`src/rtl/counter_timer_ctrl_pkg.sv`:
```
// Shared types and helpers for the modulo-N counter/timer controller.
// A programmed period of zero stands for the full 2**N count range.
package counter_timer_pkg;

    typedef enum logic [1:0] {
        IDLE = 2'd0,
        RUN  = 2'd1,
        HOLD = 2'd2
    } ctl_state_t;

    localparam int unsigned PERIOD_ZERO_CODE = 32'd0;

    // Number of counts per period; the zero code expands to 2**n.
    function automatic int unsigned period_counts(input int unsigned period,
                                                  input int unsigned n);
        if (period == PERIOD_ZERO_CODE) begin
            return 32'd1 << n;
        end else begin
            return period;
        end
    endfunction

endpackage

```
`src/rtl/counter_timer_ctrl_if.sv`:
```
// Config/command/status bundle between a host and counter_timer_ctrl.
// master drives config and commands; slave is the controller.
interface counter_timer_ctrl_if #(parameter int unsigned N = 4);

    logic         cfg_valid;
    logic         cfg_ready;
    logic [N-1:0] cfg_period;
    logic         cfg_periodic;
    logic         start;
    logic         pause;
    logic         stop;
    logic         busy;
    logic [N-1:0] cnt;
    logic         tick;
    logic         done;

    modport master (
        output cfg_valid, cfg_period, cfg_periodic, start, pause, stop,
        input  cfg_ready, busy, cnt, tick, done
    );

    modport slave (
        input  cfg_valid, cfg_period, cfg_periodic, start, pause, stop,
        output cfg_ready, busy, cnt, tick, done
    );

endinterface

```
`src/rtl/counter_timer_ctrl_mod_counter.sv`:
```
// Modulo counter datapath: wraps to zero after reaching tc.
// clear has priority over en; at_tc flags the terminal value.
module mod_counter #(
    parameter int unsigned N = 4
) (
    input  logic         clock,
    input  logic         reset,
    input  logic         clear,
    input  logic         en,
    input  logic [N-1:0] tc,
    output logic [N-1:0] cnt,
    output logic         at_tc
);

    logic [N-1:0] cnt_r;

    assign cnt   = cnt_r;
    assign at_tc = (cnt_r == tc);

    // Count register: clear, then wrap at tc, else increment when enabled.
    always_ff @(posedge clock) begin
        if (reset) begin
            cnt_r <= '0;
        end else if (clear) begin
            cnt_r <= '0;
        end else if (en) begin
            if (cnt_r == tc) begin
                cnt_r <= '0;
            end else begin
                cnt_r <= cnt_r + N'(1);
            end
        end
    end

endmodule

```
`src/rtl/counter_timer_ctrl.sv`:
```
// Sequencing controller for a modulo-N up-counter: holds period/mode,
// runs/pauses/stops the datapath and emits registered tick/done pulses.
module counter_timer_ctrl
    import counter_timer_pkg::*;
#(
    parameter int unsigned N              = 4,
    parameter int unsigned DEFAULT_PERIOD = 9
) (
    input  logic                clock,
    input  logic                reset,
    counter_timer_ctrl_if.slave bus
);

    ctl_state_t   state_r;
    logic [N-1:0] period_r;
    logic         periodic_r;
    logic         tick_r;
    logic         done_r;

    logic [N-1:0] tc_s;
    logic         at_tc_s;
    logic         clear_s;
    logic         en_s;
    logic [N-1:0] cnt_s;

    // Period 0 yields TC of all ones through N-bit truncation of 2**N - 1.
    assign tc_s = N'(period_counts(32'(period_r), N) - 32'd1);

    // IDLE holds the count at zero; a resumed HOLD counts on its release edge.
    assign clear_s = bus.stop || (state_r == IDLE);
    assign en_s    = (state_r != IDLE) &&
                     (!bus.pause || ((state_r == RUN) && at_tc_s));

    mod_counter #(.N(N)) u_counter (
        .clock (clock),
        .reset (reset),
        .clear (clear_s),
        .en    (en_s),
        .tc    (tc_s),
        .cnt   (cnt_s),
        .at_tc (at_tc_s)
    );

    assign bus.cnt       = cnt_s;
    assign bus.tick      = tick_r;
    assign bus.done      = done_r;
    assign bus.busy      = (state_r != IDLE);
    assign bus.cfg_ready = (state_r == IDLE);

    // Controller FSM, config registers and pulse outputs.
    always_ff @(posedge clock) begin
        if (reset) begin
            state_r    <= IDLE;
            period_r   <= N'(DEFAULT_PERIOD);
            periodic_r <= 1'b0;
            tick_r     <= 1'b0;
            done_r     <= 1'b0;
        end else begin
            tick_r <= 1'b0;
            done_r <= 1'b0;

            if ((state_r == IDLE) && bus.cfg_valid) begin
                period_r   <= bus.cfg_period;
                periodic_r <= bus.cfg_periodic;
            end

            if (bus.stop) begin
                state_r <= IDLE;
            end else begin
                case (state_r)
                    IDLE: begin
                        if (bus.start) begin
                            state_r <= RUN;
                        end
                    end
                    RUN, HOLD: begin
                        if ((state_r == HOLD) && bus.pause) begin
                            state_r <= HOLD;
                        end else if (at_tc_s) begin
                            // The wrap always completes before a pause takes effect.
                            tick_r <= 1'b1;
                            if (!periodic_r) begin
                                state_r <= IDLE;
                                done_r  <= 1'b1;
                            end else begin
                                state_r <= bus.pause ? HOLD : RUN;
                            end
                        end else begin
                            state_r <= bus.pause ? HOLD : RUN;
                        end
                    end
                    default: begin
                        state_r <= IDLE;
                    end
                endcase
            end
        end
    end

endmodule

```
`src/flat_wrapper.sv`:
```
// flat-port wrapper written by rule: the top's interface ports become plain ports
module counter_timer_ctrl_flat import counter_timer_pkg::*;
#(
    parameter int unsigned N              = 4,
    parameter int unsigned DEFAULT_PERIOD = 9
)
  (clock, reset, bus_cfg_valid, bus_cfg_period, bus_cfg_periodic, bus_start, bus_pause, bus_stop, bus_cfg_ready, bus_busy, bus_cnt, bus_tick, bus_done);
  counter_timer_ctrl_if #(.N(N)) bus_i ();
  input  logic clock;
  input  logic reset;
  input wire logic [$bits(bus_i.cfg_valid)-1:0] bus_cfg_valid;
  input wire logic [$bits(bus_i.cfg_period)-1:0] bus_cfg_period;
  input wire logic [$bits(bus_i.cfg_periodic)-1:0] bus_cfg_periodic;
  input wire logic [$bits(bus_i.start)-1:0] bus_start;
  input wire logic [$bits(bus_i.pause)-1:0] bus_pause;
  input wire logic [$bits(bus_i.stop)-1:0] bus_stop;
  output wire logic [$bits(bus_i.cfg_ready)-1:0] bus_cfg_ready;
  output wire logic [$bits(bus_i.busy)-1:0] bus_busy;
  output wire logic [$bits(bus_i.cnt)-1:0] bus_cnt;
  output wire logic [$bits(bus_i.tick)-1:0] bus_tick;
  output wire logic [$bits(bus_i.done)-1:0] bus_done;
  assign bus_i.cfg_valid = bus_cfg_valid;
  assign bus_i.cfg_period = bus_cfg_period;
  assign bus_i.cfg_periodic = bus_cfg_periodic;
  assign bus_i.start = bus_start;
  assign bus_i.pause = bus_pause;
  assign bus_i.stop = bus_stop;
  assign bus_cfg_ready = bus_i.cfg_ready;
  assign bus_busy = bus_i.busy;
  assign bus_cnt = bus_i.cnt;
  assign bus_tick = bus_i.tick;
  assign bus_done = bus_i.done;
  counter_timer_ctrl #(.N(N), .DEFAULT_PERIOD(DEFAULT_PERIOD)) u_core (.clock(clock), .reset(reset), .bus(bus_i));
endmodule
```
`config.mk`:
```
export PLATFORM = sky130hd
export DESIGN_NAME = counter_timer_ctrl_flat
export DESIGN_NICKNAME = d
export VERILOG_FILES = /design/src/rtl/counter_timer_ctrl_pkg.sv /design/src/rtl/counter_timer_ctrl_if.sv /design/src/rtl/counter_timer_ctrl_mod_counter.sv /design/src/rtl/counter_timer_ctrl.sv /design/src/flat_wrapper.sv
export SDC_FILE = /design/constraint.sdc
export NUM_CORES = 1
export LEC_CHECK = 0
export ABC_AREA = 1
export CAP_MARGIN = 0
export CELL_PAD_IN_SITES_DETAIL_PLACEMENT = 2
export CELL_PAD_IN_SITES_GLOBAL_PLACEMENT = 2
export CORE_UTILIZATION = 27
export CTS_CLUSTER_DIAMETER = 100
export CTS_CLUSTER_SIZE = 16
export DETAILED_ROUTE_END_ITERATION = 8
export GPL_TIMING_DRIVEN = 0
export MAX_ROUTING_LAYER = met4
export PLACE_DENSITY_LB_ADDON = 0.1
export SLEW_MARGIN = 20
export SYNTH_ARGS = -nofsm -noshare
export SYNTH_HDL_FRONTEND = slang
export SYNTH_SLANG_ARGS = --single-unit
```
`constraint.sdc`:
```
create_clock -name clock -period 3.3 [get_ports clock]
set_input_delay 0.99 -clock clock [delete_from_list [all_inputs] [get_ports clock]]
set_output_delay 0.99 -clock clock [all_outputs]
set_load 0.005 [all_outputs]
```
==> flow_summary.rst, run 1 <==
.. list-table::
   :header-rows: 1

   * - Metric
     - Value
   * - Number of buffers inserted by port buffering
     - 18
   * - Most common cell after layout, fill and taps aside
     - sky130_fd_sc_hd__nand2_1
   * - DRC viols
     - 0
   * - All-layer global routing usage
     - 0.162
   * - Antenna diodes
     - 0
   * - Kind of cell adding the most delay to the critical path
     - buffers and inverters
   * - Register cell area after layout
     - 260 sq um
   * - Number of buffers created by CTS
     - 3
   * - Detailed-routing iteration count for the pre-antenna-repair pass
     - 4
   * - Cell Count Post-Placement
     - 165
   * - Slew HR
     - 0.803
   * - Cts-stage hold buffer count
     - 0
   * - Die span in x
     - 56.1 um
   * - Number of cells produced by synthesis
     - 116
   * - Critical Path RT
     - 2310 ps
   * - Height of the die
     - 56.1 um
   * - Syn nets
     - 133
   * - Via count of the first global-routing pass
     - 870
   * - Number of vias after detailed routing
     - 805
   * - DP Area
     - 1010 sq um
   * - Final Hold Fails
     - 0
   * - Antenna violations before repair
     - 0
   * - Fmax
     - 0.375 GHz
   * - Sum of buffers and inverters on the critical path
     - 3
   * - Number of fill cells in the layout
     - 341
   * - Min Tclk post-route
     - 2670 ps
   * - Global-route wire length before repair
     - 3.88 mm
   * - Critical Path End Type
     - primary output
   * - Largest net degree at the start of global routing
     - 9
   * - Nets
     - 156
   * - Most frequent cells in the layout
     - sky130_fd_sc_hd__nand2_1 (30), sky130_fd_sc_hd__clkdlybuf4s50_1 (18), sky130_fd_sc_hd__inv_1 (17)
   * - CTS tree
     - built
   * - Setup TNS Final
     - 0 ps
   * - Portion of the clock cycle consumed by the worst path in the final layout
     - 0.809
   * - Area grow syn2layout
     - 31.0%
   * - Finish-stage setup viols
     - 0
   * - Row count
     - 19
   * - Clock skew after layout
     - 1.76 ps
   * - Least-Margin Pin Slew
     - 295 ps
   * - Count of non-filler cells in the finished layout
     - 169
   * - Netlist area before placement
     - 791 sq um
   * - Seq/Total Area, Yosys
     - 0.329
   * - Total of cells resized after clock tree synthesis
     - 0
   * - Post-CTS clock slew at the launch and capture registers of the worst setup and hold paths
     - 90 ps
   * - Die area
     - 3150 sq um
   * - Type of the worst setup path
     - reg2out
   * - Number of distinct standard cells referenced by the synthesized netlist
     - 18
   * - Post-detailed-route count of antenna-violating nets
     - 0
   * - Post-synthesis register bit count
     - 13
   * - Gpl congestion
     - 0.727
   * - Standard cell core area
     - 2760 sq um
   * - Maxcap violations
     - 0
   * - Highest cell delay on the worst timing path
     - 520 ps
   * - CTS Root Buffer Type
     - sky130_fd_sc_hd__clkbuf_4
   * - Setup Fix Bufs, Post-CTS
     - 0
   * - Summed area of non-filler cells in the final layout
     - 1040 sq um
   * - Detailed router's first-iteration violation count
     - 19
   * - Total Routed Length
     - 2.29 mm
   * - Effective utilization at floorplan
     - 0.287
   * - Unrepaired setup endpoints after global routing
     - false
   * - Final routed wire length divided by cell count
     - 13.5 um
   * - Number of clock sinks seen by CTS
     - 13
   * - Data arrival at the endpoint of the critical path
     - 1680 ps
   * - CTS max path bufs
     - 2
   * - Insertion delay to the later sink of the worst-skew pair
     - 270 ps
   * - Power per unit of standard cell area
     - 340 nW/um^2
   * - Area of the multi-input gates
     - 459 sq um
   * - Class of the tightest hold or removal check
     - reg2reg
   * - Crit start category
     - flip-flop
   * - Result of the run
     - complete, no violations
   * - Total global routing overflow
     - 0
   * - Leakage power figure
     - 0.000430 uW
   * - Maximum VDD drop
     - 0.184 mV
   * - Post-detailed-placement half-perimeter wirelength
     - 1.89 mm
   * - Number of vias per cell
     - 4.76
   * - I/O Pins
     - 19
   * - CP Cell Sequence
     - inv_1 > ha_1 > inv_2 > clkdlybuf4s50_1
   * - Proportion of layout cells with a drive suffix above 1
     - 0.0942
   * - H-tree Lvls
     - 1
   * - Warnings from Yosys
     - 0
   * - End-of-flow core utilization
     - 0.376
   * - Top fanout value on the critical path
     - 7
   * - Max stage delay cell, worst path
     - sky130_fd_sc_hd__clkdlybuf4s50_1
   * - Max-slew violations
     - 0
   * - Syn avg cell area
     - 6.82 sq um
==> routing by layer <==
layer / track usage / vias up / wire [um] / share of wire
li1: - / 412 / - / -
met1: 0.204 / 374 / 1090 / 0.47
met2: 0.272 / 17 / 1100 / 0.48
met3: 0.0209 / 2 / 85 / 0.037
met4: 0.0418 / 0 / 19 / 0.0083
met5: - / - / 0 / 0
==> worst reg2reg max path, stage by stage, from the launching register on <==
cell and delay [ps]:
sky130_fd_sc_hd__dfxtp_1 380, sky130_fd_sc_hd__inv_1 80, sky130_fd_sc_hd__ha_1 320, sky130_fd_sc_hd__inv_1 60, sky130_fd_sc_hd__nand2_1 40, sky130_fd_sc_hd__nand2_1 80
sky130_fd_sc_hd__nand3_2 100, sky130_fd_sc_hd__nor2_4 200, sky130_fd_sc_hd__nand3_2 90, sky130_fd_sc_hd__nand2_2 130, sky130_fd_sc_hd__nand2_2 100, sky130_fd_sc_hd__nand2_1 80
sky130_fd_sc_hd__a21oi_1 70
==> state kept, by name, summed over array words and instances (netlist names) <==
signal                cells
u_core.period_r           4
u_core.u_counter.cnt      4
u_core.state_r            2
u_core.bus.done           1
u_core.bus.tick           1
u_core.periodic_r         1
==> cells by family (layout without fill, tap and decap cells) <==
kind of cell,Yosys count,after routing,synth area share
AO/OA/AOI/OAI,17,17,0.119
XOR/XNOR,3,3,0.0332
buffers and inverters,19,41,0.0902
adder cells (fa/ha/maj),6,6,0.0949
AND/OR/NAND/NOR,58,58,0.334
flip-flops,13,13,0.329
==> Yosys cell counts, drive strengths merged <==
cell type   n  area [sq um]
xnor2       1          8.76
a21oi      11          58.8
o21ai       4          20.0
nor4        1          6.26
nand3      13          75.1
xor2        2          17.5
dfxtp      13           260
inv        19          71.3
nor2       10          45.0
o211ai      2          15.0
nand2      34           138
ha          6          75.1
==> path summary, 6_finish.rpt <==
kind	start	endpoint	slack, ps	depth (start not counted)
max	u_core.state_r[0]	bus_busy	630	4
min	u_core.periodic_r	u_core.periodic_r	480	2
max reg2reg	u_core.period_r[0]	u_core.u_counter.cnt[2]	1460	12
min reg2reg	u_core.periodic_r	u_core.periodic_r	480	2
==> power by group <==
group	internal, uW	total (uW)	leakage, uW	switching (uW)
clock network	46.7	102	0.0000150	55.8
logic	33.9	81.5	0.000309	47.7
registers	163	168	0.000106	5.35
==> layout make-up <==
cell class	count	area share
multi-input combinational	84	0.443
inverter	19	0.0688
tap	31	0.0374
clock buffer	4	0.0254
sequential	13	0.251
timing repair buffer	18	0.174
==> through the flow <==
step	hold slack, ps	worst slack, ps	total power (uW)
floorplan	430	1540	222
global placement	446	946	251
detailed placement	473	927	255
CTS	487	606	360
global route	501	521	375
finish	477	631	352
Power figures use the tool's default switching activity.
==> run 2: changes to the inputs <==
- CORE_UTILIZATION: 27 -> 25
- clock period: 3.3 -> 2.7 ns (I/O delays scaled with it)
==> run 2 against run 1 <==
Clock power grew 19%. Worst hold slack lost 19 ps. Cell count grew 7.7%. Worst setup slack lost 440 ps. Sequential share of layout area shrank 0.39 points. Sequential power grew 23%. Combinational power grew 21%. Register-to-register slack lost 580 ps. Highest routed layer unchanged.
==> flow_summary.rst, run 2 (synthesis results as in run 1) <==
.. list-table::
   :header-rows: 1

   * - Metric
     - Value
   * - Post-CTS clock slew at the launch and capture registers of the worst setup and hold paths
     - 80 ps (was 90 ps)
   * - Max stage delay cell, worst path
     - sky130_fd_sc_hd__clkdlybuf4s50_1 (unchanged)
   * - Detailed router's first-iteration violation count
     - 15 (was 19)
   * - Class of the tightest hold or removal check
     - reg2reg (unchanged)
   * - Maximum VDD drop
     - 0.116 mV (was 0.184 mV)
   * - Global-route wire length before repair
     - 3.71 mm (was 3.88 mm)
   * - Highest cell delay on the worst timing path
     - 540 ps (was 520 ps)
   * - Cts-stage hold buffer count
     - 0 (unchanged)
   * - CTS max path bufs
     - 2 (unchanged)
   * - Finish-stage setup viols
     - 0 (unchanged)
   * - Number of fill cells in the layout
     - 378 (was 341)
   * - Row count
     - 20 (was 19)
   * - Clock skew after layout
     - 0.886 ps (was 1.76 ps)
   * - Setup Fix Bufs, Post-CTS
     - 0 (unchanged)
   * - Number of vias per cell
     - 4.41 (was 4.76)
   * - Maxcap violations
     - 0 (unchanged)
   * - Proportion of layout cells with a drive suffix above 1
     - 0.0942 (unchanged)
   * - Nets
     - 156 (unchanged)
   * - Insertion delay to the later sink of the worst-skew pair
     - 270 ps (about the same)
   * - Slew HR
     - 0.804 (was 0.803)
   * - Post-detailed-placement half-perimeter wirelength
     - 1.78 mm (was 1.89 mm)
   * - Most frequent cells in the layout
     - sky130_fd_sc_hd__nand2_1 (30), sky130_fd_sc_hd__clkdlybuf4s50_1 (18), sky130_fd_sc_hd__inv_1 (17) (unchanged)
   * - All-layer global routing usage
     - 0.148 (was 0.162)
   * - Antenna violations before repair
     - 0 (unchanged)
   * - Fmax
     - 0.399 GHz
   * - Number of clock sinks seen by CTS
     - 13 (unchanged)
   * - Number of vias after detailed routing
     - 802 (was 805)
   * - Kind of cell adding the most delay to the critical path
     - buffers and inverters (unchanged)
   * - Final routed wire length divided by cell count
     - 11.9 um (was 13.5 um)
   * - CTS Root Buffer Type
     - sky130_fd_sc_hd__clkbuf_4 (unchanged)
   * - H-tree Lvls
     - 1 (unchanged)
   * - CTS tree
     - built (unchanged)
   * - Type of the worst setup path
     - reg2out (unchanged)
   * - Unrepaired setup endpoints after global routing
     - false (unchanged)
   * - Number of buffers created by CTS
     - 3 (unchanged)
   * - Total global routing overflow
     - 0 (unchanged)
   * - Die area
     - 3390 sq um (was 3150 sq um)
   * - Largest net degree at the start of global routing
     - 9 (unchanged)
   * - Detailed-routing iteration count for the pre-antenna-repair pass
     - 3 (was 4)
   * - Summed area of non-filler cells in the final layout
     - 1050 sq um (was 1040 sq um)
   * - Height of the die
     - 58.2 um (was 56.1 um)
   * - CP Cell Sequence
     - inv_1 > ha_1 > inv_2 > clkdlybuf4s50_1 (unchanged)
   * - Data arrival at the endpoint of the critical path
     - 1700 ps (was 1680 ps)
   * - Total Routed Length
     - 2.17 mm (was 2.29 mm)
   * - Leakage power figure
     - 0.000430 uW (unchanged)
   * - Min Tclk post-route
     - 2510 ps
   * - Top fanout value on the critical path
     - 7 (unchanged)
   * - Post-detailed-route count of antenna-violating nets
     - 0 (unchanged)
   * - DP Area
     - 1030 sq um (was 1010 sq um)
   * - Crit start category
     - flip-flop (unchanged)
   * - Power per unit of standard cell area
     - 405 nW/um^2 (was 340 nW/um^2)
   * - I/O Pins
     - 19 (unchanged)
   * - Standard cell core area
     - 3030 sq um (was 2760 sq um)
   * - Portion of the clock cycle consumed by the worst path in the final layout
     - 0.929
   * - Area grow syn2layout
     - 33.1% (was 31.0%)
   * - Final Hold Fails
     - 0 (unchanged)
   * - Max-slew violations
     - 0 (unchanged)
   * - Gpl congestion
     - 0.784 (was 0.727)
   * - Sum of buffers and inverters on the critical path
     - 3 (unchanged)
   * - Setup TNS Final
     - 0 ps (unchanged)
   * - Via count of the first global-routing pass
     - 814 (was 870)
   * - Most common cell after layout, fill and taps aside
     - sky130_fd_sc_hd__nand2_1 (unchanged)
   * - Critical Path RT
     - 1890 ps (was 2310 ps)
   * - Number of buffers inserted by port buffering
     - 18 (unchanged)
   * - Least-Margin Pin Slew
     - 293 ps (was 295 ps)
   * - Antenna diodes
     - 0 (unchanged)
   * - Critical Path End Type
     - primary output (unchanged)
   * - Die span in x
     - 58.2 um (was 56.1 um)
   * - Effective utilization at floorplan
     - 0.261 (was 0.287)
   * - Total of cells resized after clock tree synthesis
     - 0 (unchanged)
   * - Result of the run
     - complete, no violations (unchanged)
   * - DRC viols
     - 0 (unchanged)
run 2: cell counts in the layout (fill, tap and decap cells not counted):
No cell type changed its count.
run 2: path summary, 6_finish.rpt:
| check | to | depth (start not counted) | from | slack (ps) |
|---|---|---|---|---|
| worst max register to register | u_core.state_r[0] | 12 | u_core.period_r[0] | 880 |
| worst max-delay path | bus_busy | 4 | u_core.state_r[0] | 190 |
| worst min-delay path | u_core.periodic_r | 2 | u_core.periodic_r | 460 |
| worst min register to register | u_core.periodic_r | 2 | u_core.periodic_r | 460 |
run 2: worst register-to-register path, delay by kind of cell, from the launching register on:
family,cells,cell delay [ps]
buffers and inverters,2,140
flip-flops,1,370
adder cells (fa/ha/maj),1,320
AND/OR/NAND/NOR,8,830
AO/OA/AOI/OAI,1,60
run 2: cell type report:
class                           count  area, sq um  area share
Sequential cell                    13          260       0.247
Multi-Input combinational cell     84          459       0.436
Tap cell                           44         55.1      0.0523
Inverter                           19         71.3      0.0678
Clock buffer                        4         26.3      0.0250
Timing Repair Buffer               18          180       0.171
run 2: through the flow:
step | instances | power [uW] | hold WS, ps | util | setup slack [ps]
final | 182 | 426 | 458 | 0.348 | 191
after floorplan | 116 | 271 | 430 | - | 1120
after global placement | 178 | 307 | 446 | 0.339 | 496
after detailed placement | 178 | 311 | 453 | 0.339 | 487
after global routing | 182 | 455 | 488 | 0.348 | 70.7
after CTS | 182 | 436 | 466 | 0.348 | 161
run 2: layer usage:
layer	vias up	share of wire	track usage
met3	2	0.027	0.0201
li1	412	-	-
met2	13	0.48	0.235
met5	-	0	-
met1	375	0.49	0.193
met4	0	0.0069	0.0510
run 2: where the power goes:
group	internal [uW]	switching [uW]
Clock	57.2	64.3
Combinational	41.2	57.7
Sequential	199	6.46
Total	297	128
==> run 3: changes to the inputs <==
- CAP_MARGIN: 0 -> 20
- GPL_TIMING_DRIVEN: 0 -> default
==> run 3 against run 2 <==
Fmax is 0.61% higher. Core utilization did not move. Via count up 0.50%. Design area unchanged. Largest power group unchanged. Die area is the same. Clock power about the same. Register-to-register slack better by 30 ps. Sequential power about the same. Cell count unchanged. Critical endpoint unchanged. Combinational power barely moved.
==> flow_summary.rst, run 3 (synthesis results as in run 1) <==
.. list-table::
   :header-rows: 1

   * - Metric
     - Value
   * - Number of vias per cell
     - 4.43 (was 4.41)
   * - Sw Share
     - 0.306 (was 0.302)
   * - Result of the run
     - complete, no violations (unchanged)
   * - Effective utilization at floorplan
     - 0.261 (unchanged)
   * - Detailed router's first-iteration violation count
     - 7 (was 15)
   * - Number of buffers created by CTS
     - 3 (unchanged)
   * - Number of clock sinks seen by CTS
     - 13 (unchanged)
   * - Max stage delay cell, worst path
     - sky130_fd_sc_hd__clkdlybuf4s50_1 (unchanged)
   * - Internal power summed over all cells
     - 298 uW (was 297 uW)
   * - Launch point of the worst reg-to-reg path
     - u_core.period_r[0] (unchanged)
   * - Hold path endpoint
     - u_core.periodic_r (unchanged)
   * - Sequential share of power
     - 0.481 (was 0.483)
   * - All-layer global routing usage
     - 0.157 (was 0.148)
   * - Maximum VDD drop
     - 0.146 mV (was 0.116 mV)
   * - Total Routed Length
     - 2.25 mm (was 2.17 mm)
   * - Power per unit of standard cell area
     - 407 nW/um^2 (was 405 nW/um^2)
   * - Standard cell core area
     - 3030 sq um (unchanged)
   * - Leakage power figure
     - 0.000430 uW (unchanged)
   * - Setup TNS Final
     - 0 ps (unchanged)
   * - Sum of buffers and inverters on the critical path
     - 3 (unchanged)
   * - Post-detailed-route count of antenna-violating nets
     - 0 (unchanged)
   * - Class of the tightest hold or removal check
     - reg2reg (unchanged)
   * - Length in cells of the worst reg-to-reg path
     - 12 (unchanged)
   * - Cts-stage hold buffer count
     - 0 (unchanged)
   * - Unrepaired setup endpoints after global routing
     - false (unchanged)
   * - Portion of the clock cycle consumed by the worst path in the final layout
     - 0.924 (was 0.929)
   * - Die area
     - 3390 sq um (unchanged)
   * - Area grow syn2layout
     - 33.1% (unchanged)
   * - Row count
     - 20 (unchanged)
   * - Kind of cell adding the most delay to the critical path
     - buffers and inverters (unchanged)
   * - CTS Root Buffer Type
     - sky130_fd_sc_hd__clkbuf_4 (unchanged)
   * - Total net switching power
     - 131 uW (was 128 uW)
   * - Setup Fix Bufs, Post-CTS
     - 0 (unchanged)
   * - I/O Pins
     - 19 (unchanged)
   * - Worst slack after detailed placement
     - 490 ps (was 487 ps)
   * - Die span in x
     - 58.2 um (unchanged)
   * - Largest net degree at the start of global routing
     - 9 (unchanged)
   * - Slew HR
     - 0.809 (was 0.804)
   * - Most frequent cells in the layout
     - sky130_fd_sc_hd__nand2_1 (30), sky130_fd_sc_hd__clkdlybuf4s50_1 (18), sky130_fd_sc_hd__inv_1 (17) (unchanged)
   * - Part of the total power dissipated in combinational logic
     - 0.231 (was 0.232)
   * - CP Cell Sequence
     - inv_1 > ha_1 > inv_2 > clkdlybuf4s50_1 (unchanged)
   * - Nets
     - 156 (unchanged)
   * - Critical Path End Type
     - primary output (unchanged)
   * - Fmax
     - 0.401 GHz (was 0.399 GHz)
   * - Worst Hold Path Cells
     - 2 (unchanged)
   * - Detailed-routing iteration count for the pre-antenna-repair pass
     - 2 (was 3)
   * - Finish-stage setup viols
     - 0 (unchanged)
   * - Cell Count Post-Placement
     - 178 (unchanged)
   * - Top fanout value on the critical path
     - 7 (unchanged)
   * - Height of the die
     - 58.2 um (unchanged)
   * - CTS max path bufs
     - 2 (unchanged)
   * - Crit start category
     - flip-flop (unchanged)
   * - Clock skew after layout
     - 5.65 ps (was 0.886 ps)
   * - Gpl congestion
     - 0.733 (was 0.784)
   * - Max-slew violations
     - 0 (unchanged)
   * - Post-detailed-placement half-perimeter wirelength
     - 1.85 mm (was 1.78 mm)
   * - Share of total power in the clock network
     - 0.289 (was 0.285)
   * - Worst Slack Setup Final
     - 207 ps (was 191 ps)
   * - Number of vias after detailed routing
     - 806 (was 802)
   * - H-tree Lvls
     - 1 (unchanged)
   * - Antenna violations before repair
     - 0 (unchanged)
   * - Reg2reg end
     - u_core.u_counter.cnt[2] (was u_core.state_r[0])
   * - Least-Margin Pin Slew
     - 285 ps (was 293 ps)
   * - CTS tree
     - built (unchanged)
   * - Via count of the first global-routing pass
     - 865 (was 814)
   * - Antenna diodes
     - 0 (unchanged)
   * - Count of non-filler cells in the finished layout
     - 182 (unchanged)
   * - Critical Path RT
     - 1890 ps (about the same)
   * - Global-route wire length before repair
     - 3.90 mm (was 3.71 mm)
   * - Number of buffers inserted by port buffering
     - 18 (unchanged)
   * - Final Hold Fails
     - 0 (unchanged)
   * - Type of the worst setup path
     - reg2out (unchanged)
   * - Proportion of layout cells with a drive suffix above 1
     - 0.0942 (unchanged)
   * - Total of cells resized after clock tree synthesis
     - 0 (unchanged)
   * - End-of-flow core utilization
     - 0.348 (unchanged)
   * - Minimum setup slack among reg-to-reg paths
     - 910 ps (was 880 ps)
   * - Highest cell delay on the worst timing path
     - 520 ps (was 540 ps)
   * - Worst Min Path Start
     - u_core.periodic_r (unchanged)
   * - DRC viols
     - 0 (unchanged)
   * - Maxcap violations
     - 0 (unchanged)
   * - Final routed wire length divided by cell count
     - 12.4 um (was 11.9 um)
   * - Post-CTS clock slew at the launch and capture registers of the worst setup and hold paths
     - 90 ps (was 80 ps)
   * - Data arrival at the endpoint of the critical path
     - 1680 ps (was 1700 ps)
   * - Min Tclk post-route
     - 2490 ps (was 2510 ps)
   * - Insertion delay to the later sink of the worst-skew pair
     - 270 ps (about the same)
   * - Total global routing overflow
     - 0 (unchanged)
   * - Most common cell after layout, fill and taps aside
     - sky130_fd_sc_hd__nand2_1 (unchanged)
run 3: cell counts in the layout (fill, tap and decap cells not counted):
Identical to the previous run, type by type.
run 3: how the worst max path moves through the flow:
stage / depth (start not counted) / end / slack [ps] / start
after floorplan: 3 / bus_busy / 1120 / u_core.state_r[0]
final: 4 / bus_busy / 210 / u_core.state_r[0]
after global routing: 4 / bus_busy / 130 / u_core.state_r[0]
after CTS: 4 / bus_busy / 180 / u_core.state_r[0]
after detailed placement: 4 / bus_busy / 490 / u_core.state_r[0]
after global placement: 4 / bus_busy / 580 / u_core.state_r[0]
run 3: final cells by class:
cell class | instances | area (sq um)
clock buffers | 4 | 26.3
fillers | 372 | 1980
inverters | 19 | 71.3
multi-input cells | 84 | 459
flip-flops and latches | 13 | 260
well taps | 44 | 55.1
repair buffers | 18 | 180
run 3: per-stage QoR:
| step | instance area [sq um] | hold slack [ps] | power, uW |
|---|---|---|---|
| 6_report | 1050 | 482 | 429 |
| 5_1_grt | 1050 | 506 | 457 |
| 4_1_cts | 1050 | 493 | 438 |
| 3_5_place_dp | 1030 | 452 | 311 |
| 3_3_place_gp | 1030 | 446 | 307 |
| 2_1_floorplan | 791 | 430 | 271 |
run 3: power by group through the flow:
stage | combinational, uW | clock, uW | sequential, uW
floorplan | 62.6 | 0 | 208
global placement | 97.3 | 0 | 209
detailed placement | 101 | 0 | 211
CTS | 101 | 130 | 206
global route | 113 | 137 | 207
finish | 99.0 | 124 | 206
run 3: worst reg2reg max path: cells and delay by family, from the launching register on:
kind,cells,cell delay [ps]
DFF,1,370
AOI/OAI and AO/OA,1,50
buffers and inverters,2,140
adders and majority gates,1,320
and+or+nand+nor,8,800
run 3: layer usage:
metal | GRT usage | vias up | share of wire
li1 | - | 412 | -
met1 | 0.191 | 377 | 0.48
met2 | 0.263 | 15 | 0.48
met3 | 0.0268 | 2 | 0.028
met4 | 0.0544 | 0 | 0.0085
met5 | - | - | 0
==> RTL change, RTL diff (flow settings as in run 3) <==
`N` is set to 4 in 4 places; all go to 3.
--- a/src/rtl/counter_timer_ctrl_if.sv
+++ b/src/rtl/counter_timer_ctrl_if.sv
@@ -1,6 +1,6 @@
 // Config/command/status bundle between a host and counter_timer_ctrl.
 // master drives config and commands; slave is the controller.
-interface counter_timer_ctrl_if #(parameter int unsigned N = 4);
+interface counter_timer_ctrl_if #(parameter int unsigned N = 3);
 
     logic         cfg_valid;
     logic         cfg_ready;
--- a/src/rtl/counter_timer_ctrl_mod_counter.sv
+++ b/src/rtl/counter_timer_ctrl_mod_counter.sv
@@ -1,7 +1,7 @@
 // Modulo counter datapath: wraps to zero after reaching tc.
 // clear has priority over en; at_tc flags the terminal value.
 module mod_counter #(
-    parameter int unsigned N = 4
+    parameter int unsigned N = 3
 ) (
     input  logic         clock,
     input  logic         reset,
--- a/src/rtl/counter_timer_ctrl.sv
+++ b/src/rtl/counter_timer_ctrl.sv
@@ -3,7 +3,7 @@
 module counter_timer_ctrl
     import counter_timer_pkg::*;
 #(
-    parameter int unsigned N              = 4,
+    parameter int unsigned N              = 3,
     parameter int unsigned DEFAULT_PERIOD = 9
 ) (
     input  logic                clock,
--- a/src/flat_wrapper.sv
+++ b/src/flat_wrapper.sv
@@ -1,7 +1,7 @@
 // flat-port wrapper written by rule: the top's interface ports become plain ports
 module counter_timer_ctrl_flat import counter_timer_pkg::*;
 #(
-    parameter int unsigned N              = 4,
+    parameter int unsigned N              = 3,
     parameter int unsigned DEFAULT_PERIOD = 9
 )
   (clock, reset, bus_cfg_valid, bus_cfg_period, bus_cfg_periodic, bus_start, bus_pause, bus_stop, bus_cfg_ready, bus_busy, bus_cnt, bus_tick, bus_done);
Ports: changed (resized bus_cfg_period and bus_cnt); port bits go from 19 to 17. The function was not compared with the original's and may differ.
==> RTL change against run 3 <==
  * Power decreased by 4.1%
  * Highest routed layer unchanged
  * Sequential cell count is 2 lower
  * Critical path type unchanged
  * Largest power group unchanged
  * Routed wire length is 21% lower
  * Die area is 12% lower
  * Area after synthesis shrank 12%
  * Design area decreased by 13%
  * Setup slack gained 12 ps
==> RTL change: results (changes against run 3) <==
grt_max_degree: 8  # -1
ys_seq_area_share_pct: 31.8  # -1.1 points
finalNetCount: 134  # -14%
slowest_stage: "clkdlybuf4s50_1"
numPortBuffers: 16  # -2
outcome: "finished, final reports clean"
gp_congestion: 0.788  # +7.6%
synth_area_leaders: "dfxtp_1 (32%), ha_1 (13%), nand2_1 (10%)"
antenna_found_initial: 0  # unchanged
cp_top_family: "buffers and inverters"
cpPeakStageDelay_ps: 510
synthFlopType: "dfxtp_1"
synthCells: 96  # -17%
routed-via-count: 657  # -18%
grt_pass1_wl_mm: 2.89  # -26%
synth_common_cells: "nand2_1 (19), inv_1 (13), dfxtp_1 (11)"
worstHoldPathType: "register to register"
r2r_slack_ps: 1050  # +140 ps
netlist-cell-type-count: 19  # +1
min_to: "u_core.periodic_r$_SDFFE_PP0P_"
htree_levels: 1  # unchanged
drive_gt1_share_pct: 14.7  # +5.2 points
syn_nets: 113  # -15%
reg2regPathDepth: 10  # -2
drtIter0Drc: 2  # -5
drt_wl_total_mm: 1.77  # -21%
p_leak_nw: 0.390  # -9.4%
dp.cells: 142  # -20%
diodes: 0  # unchanged
ir_worst_vdd_v: 0.000193  # +32%
hpwl_mm: 1.51  # -18%
clock_skew_ps: 2.44  # -3.21 ps
tightest_slew_ps: 230  # -55.4 ps
grt.total_usage_pct: 14.7  # -1.0 points
async_flop_share_pct: 0  # unchanged
finalNonFillerCells: 146  # -20%
cts_setup_buffers: 0  # unchanged
nFillCells: 315  # -15%
dr.pass1.iters: 3  # +1
grt_pass1_vias: 701  # -19%
## RTL change: layer usage
metal	track usage, %	vias to the layer above	wire, um	part of all wire [%]
met5	-	-	0	0
met4	3.85	0	15	0.85
met3	5.83	2	56	3.2
met2	26.3	7	918	52
met1	14.7	305	782	44
li1	-	343	-	-
## RTL change: how the worst max path moves through the flow
stage	startpoint	end	slack, ps	cells past startpoint
floorplan	u_core.state_r[0]$_SDFFE_PP0P_	bus_busy	1110	3
global placement	u_core.state_r[0]$_SDFFE_PP0P_	bus_busy	550	4
detailed placement	u_core.state_r[0]$_SDFFE_PP0P_	bus_busy	510	4
CTS	u_core.state_r[0]$_SDFFE_PP0P_	bus_busy	180	4
global route	u_core.state_r[0]$_SDFFE_PP0P_	bus_busy	90	4
finish	u_core.state_r[0]$_SDFFE_PP0P_	bus_busy	220	4
## RTL change: cells by family after synthesis
family	share of synthesized area, %
AO/OA/AOI/OAI	11.0
flip-flops	31.8
buffers and inverters	8.68
adder cells (fa/ha/maj)	12.7
XOR/XNOR	2.53
AND/OR/NAND/NOR	33.3
## RTL change: power breakdown
part | internal, W | switching, W
combinational | 0.0000489 | 0.0000649
sequential | 0.000170 | 0.00000559
clock | 0.0000573 | 0.0000644
total | 0.000276 | 0.000135
## RTL change: final cells by class
type / count / area share, %
multi-input cells: 69 / 44.9
flip-flops and latches: 11 / 24.0
repair buffers: 16 / 17.5
inverters: 16 / 6.56
well taps: 30 / 4.10
clock buffers: 4 / 2.87
## RTL change: per-stage QoR
stage	power [W]	worst slack (ps)	area, um2	hold WS [ps]	utilization, %
after floorplan	0.000254	1110	692	447	-
after global placement	0.000293	549	890	474	35.0
after detailed placement	0.000296	509	890	476	35.0
after CTS	0.000424	181	916	488	36.0
after global routing	0.000446	92.4	916	497	36.0
final	0.000411	218	916	476	36.0
